### src/rtl/button_scan_scheduler_if.sv
// Button-side bus of button_scan_scheduler: raw inputs in, clean levels and events out.
// With BUTTON_SCAN_HOLD_EN defined the bus also carries the long-press level held.
interface button_scan_scheduler_if #(
  parameter int N = 4
);
  logic [N-1:0] bouncy_in;
  logic [N-1:0] debounced_out;
  logic [N-1:0] pressed;
  logic [N-1:0] released;
  logic         scan_busy;
  logic         overrun;
  logic         state_dbg;
`ifdef BUTTON_SCAN_HOLD_EN
  logic [N-1:0] held;

  modport master (
    output bouncy_in,
    input  debounced_out, pressed, released, scan_busy, overrun, state_dbg, held
  );
  modport slave (
    input  bouncy_in,
    output debounced_out, pressed, released, scan_busy, overrun, state_dbg, held
  );
`else
  modport master (
    output bouncy_in,
    input  debounced_out, pressed, released, scan_busy, overrun, state_dbg
  );
  modport slave (
    input  bouncy_in,
    output debounced_out, pressed, released, scan_busy, overrun, state_dbg
  );
`endif
endinterface

### src/rtl/button_scan_scheduler.sv
// Shared-engine debouncer: one prescaler strobe starts a round-robin scan of N channels.
// Optional long-press detection is enabled by defining BUTTON_SCAN_HOLD_EN.
module button_scan_scheduler #(
  parameter int N            = 4,
  parameter int SCAN_TICKS   = 12000,
  parameter int STABLE_COUNT = 8
`ifdef BUTTON_SCAN_HOLD_EN
  , parameter int HOLD_SCANS = 500
`endif
) (
  input logic                    clk,
  input logic                    rst,
  button_scan_scheduler_if.slave bus
);
  localparam int CW = (N > 1) ? $clog2(N) : 1;
  localparam int PW = $clog2(SCAN_TICKS);
  localparam int SW = $clog2(STABLE_COUNT + 1);
  localparam logic [CW-1:0] LAST_CH   = CW'(N - 1);
  localparam logic [PW-1:0] LAST_TICK = PW'(SCAN_TICKS - 1);
  localparam logic [SW-1:0] ACCEPT    = SW'(STABLE_COUNT - 1);

  typedef enum logic {IDLE = 1'b0, SCAN = 1'b1} state_t;

  state_t        state;
  logic [N-1:0]  sync1, sync2;
  logic [N-1:0]  dbo, pr, rl;
  logic [PW-1:0] presc;
  logic [CW-1:0] ch;
  logic [SW-1:0] cnt [N];
  logic          busy, ovr;
  logic          strobe, differ, accept;

  assign strobe = (presc == LAST_TICK);
  assign differ = (sync2[ch] != dbo[ch]);
  assign accept = differ && (cnt[ch] == ACCEPT);

  // Synchronizer and free-running prescaler, independent of the FSM state.
  always_ff @(posedge clk or negedge rst) begin
    if (!rst) begin
      sync1 <= '0;
      sync2 <= '0;
      presc <= '0;
    end else begin
      sync1 <= bus.bouncy_in;
      sync2 <= sync1;
      presc <= strobe ? '0 : presc + 1'b1;
    end
  end

`ifdef BUTTON_SCAN_HOLD_EN
  localparam int HW = $clog2(HOLD_SCANS + 1);
  localparam logic [HW-1:0] HOLD_MAX = HW'(HOLD_SCANS);
  logic [HW-1:0] hold_cnt [N];
`endif

  always_ff @(posedge clk or negedge rst) begin
    if (!rst) begin
      state <= IDLE;
      ch    <= '0;
      dbo   <= '0;
      pr    <= '0;
      rl    <= '0;
      busy  <= 1'b0;
      ovr   <= 1'b0;
      for (int i = 0; i < N; i++) cnt[i] <= '0;
`ifdef BUTTON_SCAN_HOLD_EN
      for (int i = 0; i < N; i++) hold_cnt[i] <= '0;
`endif
    end else begin
      pr <= '0;
      rl <= '0;
      case (state)
        IDLE: begin
          if (strobe) begin
            state <= SCAN;
            busy  <= 1'b1;
            ch    <= '0;
          end
        end
        SCAN: begin
          // A strobe during a scan is dropped; it only flags a too-short SCAN_TICKS.
          if (strobe) ovr <= 1'b1;
          if (!differ) begin
            cnt[ch] <= '0;
          end else if (accept) begin
            dbo[ch] <= ~dbo[ch];
            cnt[ch] <= '0;
            pr[ch]  <= ~dbo[ch];
            rl[ch]  <= dbo[ch];
          end else begin
            cnt[ch] <= cnt[ch] + 1'b1;
          end
`ifdef BUTTON_SCAN_HOLD_EN
          if (dbo[ch] && !accept) begin
            if (hold_cnt[ch] != HOLD_MAX) hold_cnt[ch] <= hold_cnt[ch] + 1'b1;
          end else begin
            hold_cnt[ch] <= '0;
          end
`endif
          if (ch == LAST_CH) begin
            state <= IDLE;
            busy  <= 1'b0;
            ch    <= '0;
          end else begin
            ch <= ch + 1'b1;
          end
        end
        default: state <= IDLE;
      endcase
    end
  end

  assign bus.debounced_out = dbo;
  assign bus.pressed       = pr;
  assign bus.released      = rl;
  assign bus.scan_busy     = busy;
  assign bus.overrun       = ovr;
  assign bus.state_dbg     = (state == SCAN);

`ifdef BUTTON_SCAN_HOLD_EN
  always_comb begin
    bus.held = '0;
    for (int i = 0; i < N; i++) bus.held[i] = (hold_cnt[i] == HOLD_MAX);
  end
`endif
endmodule

### src/flat_wrapper.sv
// flat-port wrapper written by rule: the top's interface ports become plain ports
module button_scan_scheduler_flat 
#(
  parameter int N            = 4,
  parameter int SCAN_TICKS   = 12000,
  parameter int STABLE_COUNT = 8

)
  (clk, rst, bus_bouncy_in, bus_debounced_out, bus_pressed, bus_released, bus_scan_busy, bus_overrun, bus_state_dbg);
  button_scan_scheduler_if #(.N(N)) bus_i ();
  input logic clk;
  input logic rst;
  input wire logic [$bits(bus_i.bouncy_in)-1:0] bus_bouncy_in;
  output wire logic [$bits(bus_i.debounced_out)-1:0] bus_debounced_out;
  output wire logic [$bits(bus_i.pressed)-1:0] bus_pressed;
  output wire logic [$bits(bus_i.released)-1:0] bus_released;
  output wire logic [$bits(bus_i.scan_busy)-1:0] bus_scan_busy;
  output wire logic [$bits(bus_i.overrun)-1:0] bus_overrun;
  output wire logic [$bits(bus_i.state_dbg)-1:0] bus_state_dbg;
  assign bus_i.bouncy_in = bus_bouncy_in;
  assign bus_debounced_out = bus_i.debounced_out;
  assign bus_pressed = bus_i.pressed;
  assign bus_released = bus_i.released;
  assign bus_scan_busy = bus_i.scan_busy;
  assign bus_overrun = bus_i.overrun;
  assign bus_state_dbg = bus_i.state_dbg;
  button_scan_scheduler #(.N(N), .SCAN_TICKS(SCAN_TICKS), .STABLE_COUNT(STABLE_COUNT)) u_core (.clk(clk), .rst(rst), .bus(bus_i));
endmodule
### config.mk
export PLATFORM = sky130hd
export DESIGN_NAME = button_scan_scheduler_flat
export DESIGN_NICKNAME = d
export VERILOG_FILES = /design/src/rtl/button_scan_scheduler_if.sv /design/src/rtl/button_scan_scheduler.sv /design/src/flat_wrapper.sv
export SDC_FILE = /design/constraint.sdc
export NUM_CORES = 1
export LEC_CHECK = 0
export BUFFER_PORTS_ARGS = -buffer_cell sky130_fd_sc_hd__buf_2
export CAP_MARGIN = 5
export CORE_AREA = 2 2 78 80
export DETAILED_ROUTE_END_ITERATION = 8
export DIE_AREA = 0 0 80 82
export MAX_ROUTING_LAYER = met4
export PLACE_DENSITY = 0.63
export SLEW_MARGIN = 20
export SYNTH_ARGS = -nofsm -noshare
export SYNTH_HDL_FRONTEND = slang
export SYNTH_SLANG_ARGS = --single-unit
### constraint.sdc
create_clock -name clk -period 3.8 [get_ports clk]
set_input_delay 0.38 -clock clk [delete_from_list [all_inputs] [get_ports clk]]
set_output_delay 0.38 -clock clk [all_outputs]
set_load 0.02 [all_outputs]
==> metrics.cfg <==
[floorplanning]
die_y_um=82
ios=21
fp.dieW_um=80
dieArea_um2=6560
rows=28
coreArea_um2=5750
start_util_pct=43.7

[yosys]
syn-instance-count=208
synthArstFlopShare_pct=100
synthDistinctLibCells=45
synth_edf_count=0
synth_seq_cells=55
synth_ff_type=dfrtp_1
synth_nets=220
synth_largest_area_cell=dfrtp_1
yosysTopAreaCellShare_pct=54.8
ys_seq_area_share_pct=54.8
synthTopCellsByArea=dfrtp_1, nand2_1, mux2_2, xnor2_1, ha_1
syn_avg_cell_area_um2=12.1
ys_warn_count=0
netlist_area_um2=2510

[critical_path]
r2r-start=u_core.ch[0]
critPathKind=reg -> reg
reg2reg_to=u_core.cnt[11]
cp_max_fo=13
r2r_setup_slack_ns=1.12
slowest_stage=dfrtp_1
crit_arrival_ns=2.89
start_kind=register
endpoint_kind=register
crit_chain=mux4_1 > ha_1 > nand2_1 > o22a_1 > o21ai_1 > o31ai_1
required_ns=4.01
slowest_delay_ns=0.73
rr_worst_depth=6

[clock_network]
ctsResizeCount=0
cts_tree=built
clk-insertion-delay-late_ns=0.30
cts_buffer_depth=2
h-tree-depth=2
cts-buffers-inserted=5
ctsHoldBuffers=0
root_buffer=clkbuf_8
post_cts.repair.setup_buffers=0
cts.sink_count=55
clkTransAtPathRegs_ns=0.09

[power_and_ir_drop]
clockPowerShare_pct=35.0
p_total_uw=941
p_per_area_nw_per_um2=339
p_sw_uw=196
intPower_uw=745
ir_drop_v=0.000262
switching_share_pct=20.9
leakage_uw=0.00128
combPwrFrac_pct=2.3
pwr-share-seq_pct=62.7

[worst_hold_path]
holdCritStartpoint=bus_bouncy_in[1]
hold_class=in -> reg
hold_depth=1
min_to=u_core.sync1[1]

[global_routing]
antenna_found_initial=0
grt_max_degree=56
grt_pass1_vias=1603
gr-total-overflow=0
gr-usage-all-layers_pct=16.0
grt_pass1_wl_um=7710

[sta]
hold_viol_final=0
fin_worst_skew_ns=0.00542
final.setup.tns_ns=0
rsz0062_at_grt=no
slew_headroom_pct=47.3
slew_viol_final=0
setup_viol=0
setup_slack_ns=1.12
fin_crit_sh_pct=70.5
min_period_ns=2.68
max_freq_ghz=0.373
tightestPinTransition_ns=0.784

[placement]
dp_hpwl_um=3180
io_buffer_count=20
gp_congestion=0.802
pre_cts_slack_ns=1.11

[final_layout]
fin_nets=243
drive_gt1_share_pct=20.3
area_growth_pct=10.6
diodes=0
post-route-util_pct=48.3

[detailed_routing]
routed_via_density=5.29
wl_um=4510
drtIter0Drc=124
wl_per_cell_um=14.7
vias=1623
drtAntennaViolNets=0
dr.pass1.iters=4
drc=0

[outcome]
outcome=complete, no violations

[flow_run]
cap_violations=0

layout make-up:
class,count,area [um2]
Clock inverter,1,8.76
Timing Repair Buffer,21,108
Sequential cell,55,1380
Tap cell,75,93.8
Multi-Input combinational cell,137,1060
Fill cell,548,2970
Inverter,11,41.3
Clock buffer,7,86.3
synth_stat cells (3+ instances only):
cell type and count:
nand3b_1 3, mux2_2 7, nand4_1 5, xnor2_1 9, nor2_1 13, dfrtp_1 55
mux2i_1 3, nand3_1 6, o31ai_1 9, o21ai_0 6, inv_1 11, ha_1 6
o22ai_1 4, xor2_1 5, nand2_1 25, nor3_1 4
cells by family (layout without fill, tap and decap cells):
kind of cell / after synthesis / after routing / share of synthesized area, %
muxes: 15 / 15 / 9.22
AOI/OAI and AO/OA: 29 / 29 / 8.07
and+or+nand+nor: 72 / 72 / 16.0
adders and majority gates: 6 / 6 / 2.99
xor gates and xnor gates: 15 / 15 / 5.98
buffers and inverters: 16 / 40 / 2.89
DFF: 55 / 55 / 54.8
worst max-delay path by stage:
stage	startpoint	endpoint	slack (ns)
2_1_floorplan	u_core.ch[0]	u_core.cnt[11]	1.53
4_1_cts	u_core.ch[0]	u_core.cnt[15]	1.12
5_1_grt	u_core.ch[0]	u_core.cnt[11]	0.91
3_3_place_gp	u_core.ch[0]	u_core.cnt[15]	1.20
6_report	u_core.ch[0]	u_core.cnt[11]	1.12
3_5_place_dp	u_core.ch[0]	u_core.cnt[15]	1.11
power groups by stage:
stage / clock [uW] / combinational, uW / sequential [uW]
2_1_floorplan: 0 / 6.74 / 601
3_3_place_gp: 0 / 22.7 / 602
3_5_place_dp: 0 / 23.2 / 602
4_1_cts: 345 / 23.3 / 590
5_1_grt: 367 / 25.7 / 590
6_report: 329 / 22.0 / 590
metrics by stage:
| step | hold WS, ns | cells | area, um2 |
|---|---|---|---|
| after floorplan | 0.0844 | 208 | 2510 |
| after global placement | 0.334 | 299 | 2680 |
| after CTS | 0.166 | 307 | 2780 |
| after detailed placement | 0.335 | 299 | 2680 |
| final | 0.180 | 307 | 2780 |
| after global routing | 0.154 | 307 | 2780 |
sequential cells by signal (all words and copies together) (netlist names):
signal,flops
u_core.cnt,16
u_core.presc,14
u_core.bus.debounced_out,4
u_core.bus.pressed,4
u_core.bus.released,4
u_core.sync1,4
u_core.sync2,4
u_core.ch,2
u_core.bus.overrun,1
u_core.bus.scan_busy,1
u_core.bus.state_dbg,1
layout by cell type, fill, tap and decap left out, drive strengths merged, types with 3 or more instances in the layout:
cell,netlist,final
buf,3,21
clkbuf,2,7
dfrtp,55,55
ha,6,6
inv,11,11
mux2,7,7
mux2i,3,3
mux4,5,5
nand2,25,25
nand3,6,6
nand3b,3,3
nand4,5,5
nor2,13,13
nor3,4,4
nor4,6,6
o21ai,7,7
o22ai,4,4
o31ai,9,9
xnor2,10,10
xor2,5,5
metal layers:
layer | GRT usage (%) | routed length, um | vias up
li1 | - | - | 787
met1 | 20.6 | 2140 | 790
met3 | 3.96 | 221 | 6
met5 | - | 0 | -
met2 | 25.4 | 2100 | 40
met4 | 4.41 | 43 | 0
worst max-delay path, delay by kind of cell (launching register included):
family / cells / cell delay (ns)
multiplexers: 1 / 0.69
AO/OA/AOI/OAI: 3 / 0.81
adder cells (fa/ha/maj): 1 / 0.27
flip-flops: 1 / 0.73
AND/OR/NAND/NOR: 1 / 0.10
Power figures use the tool's default switching activity.
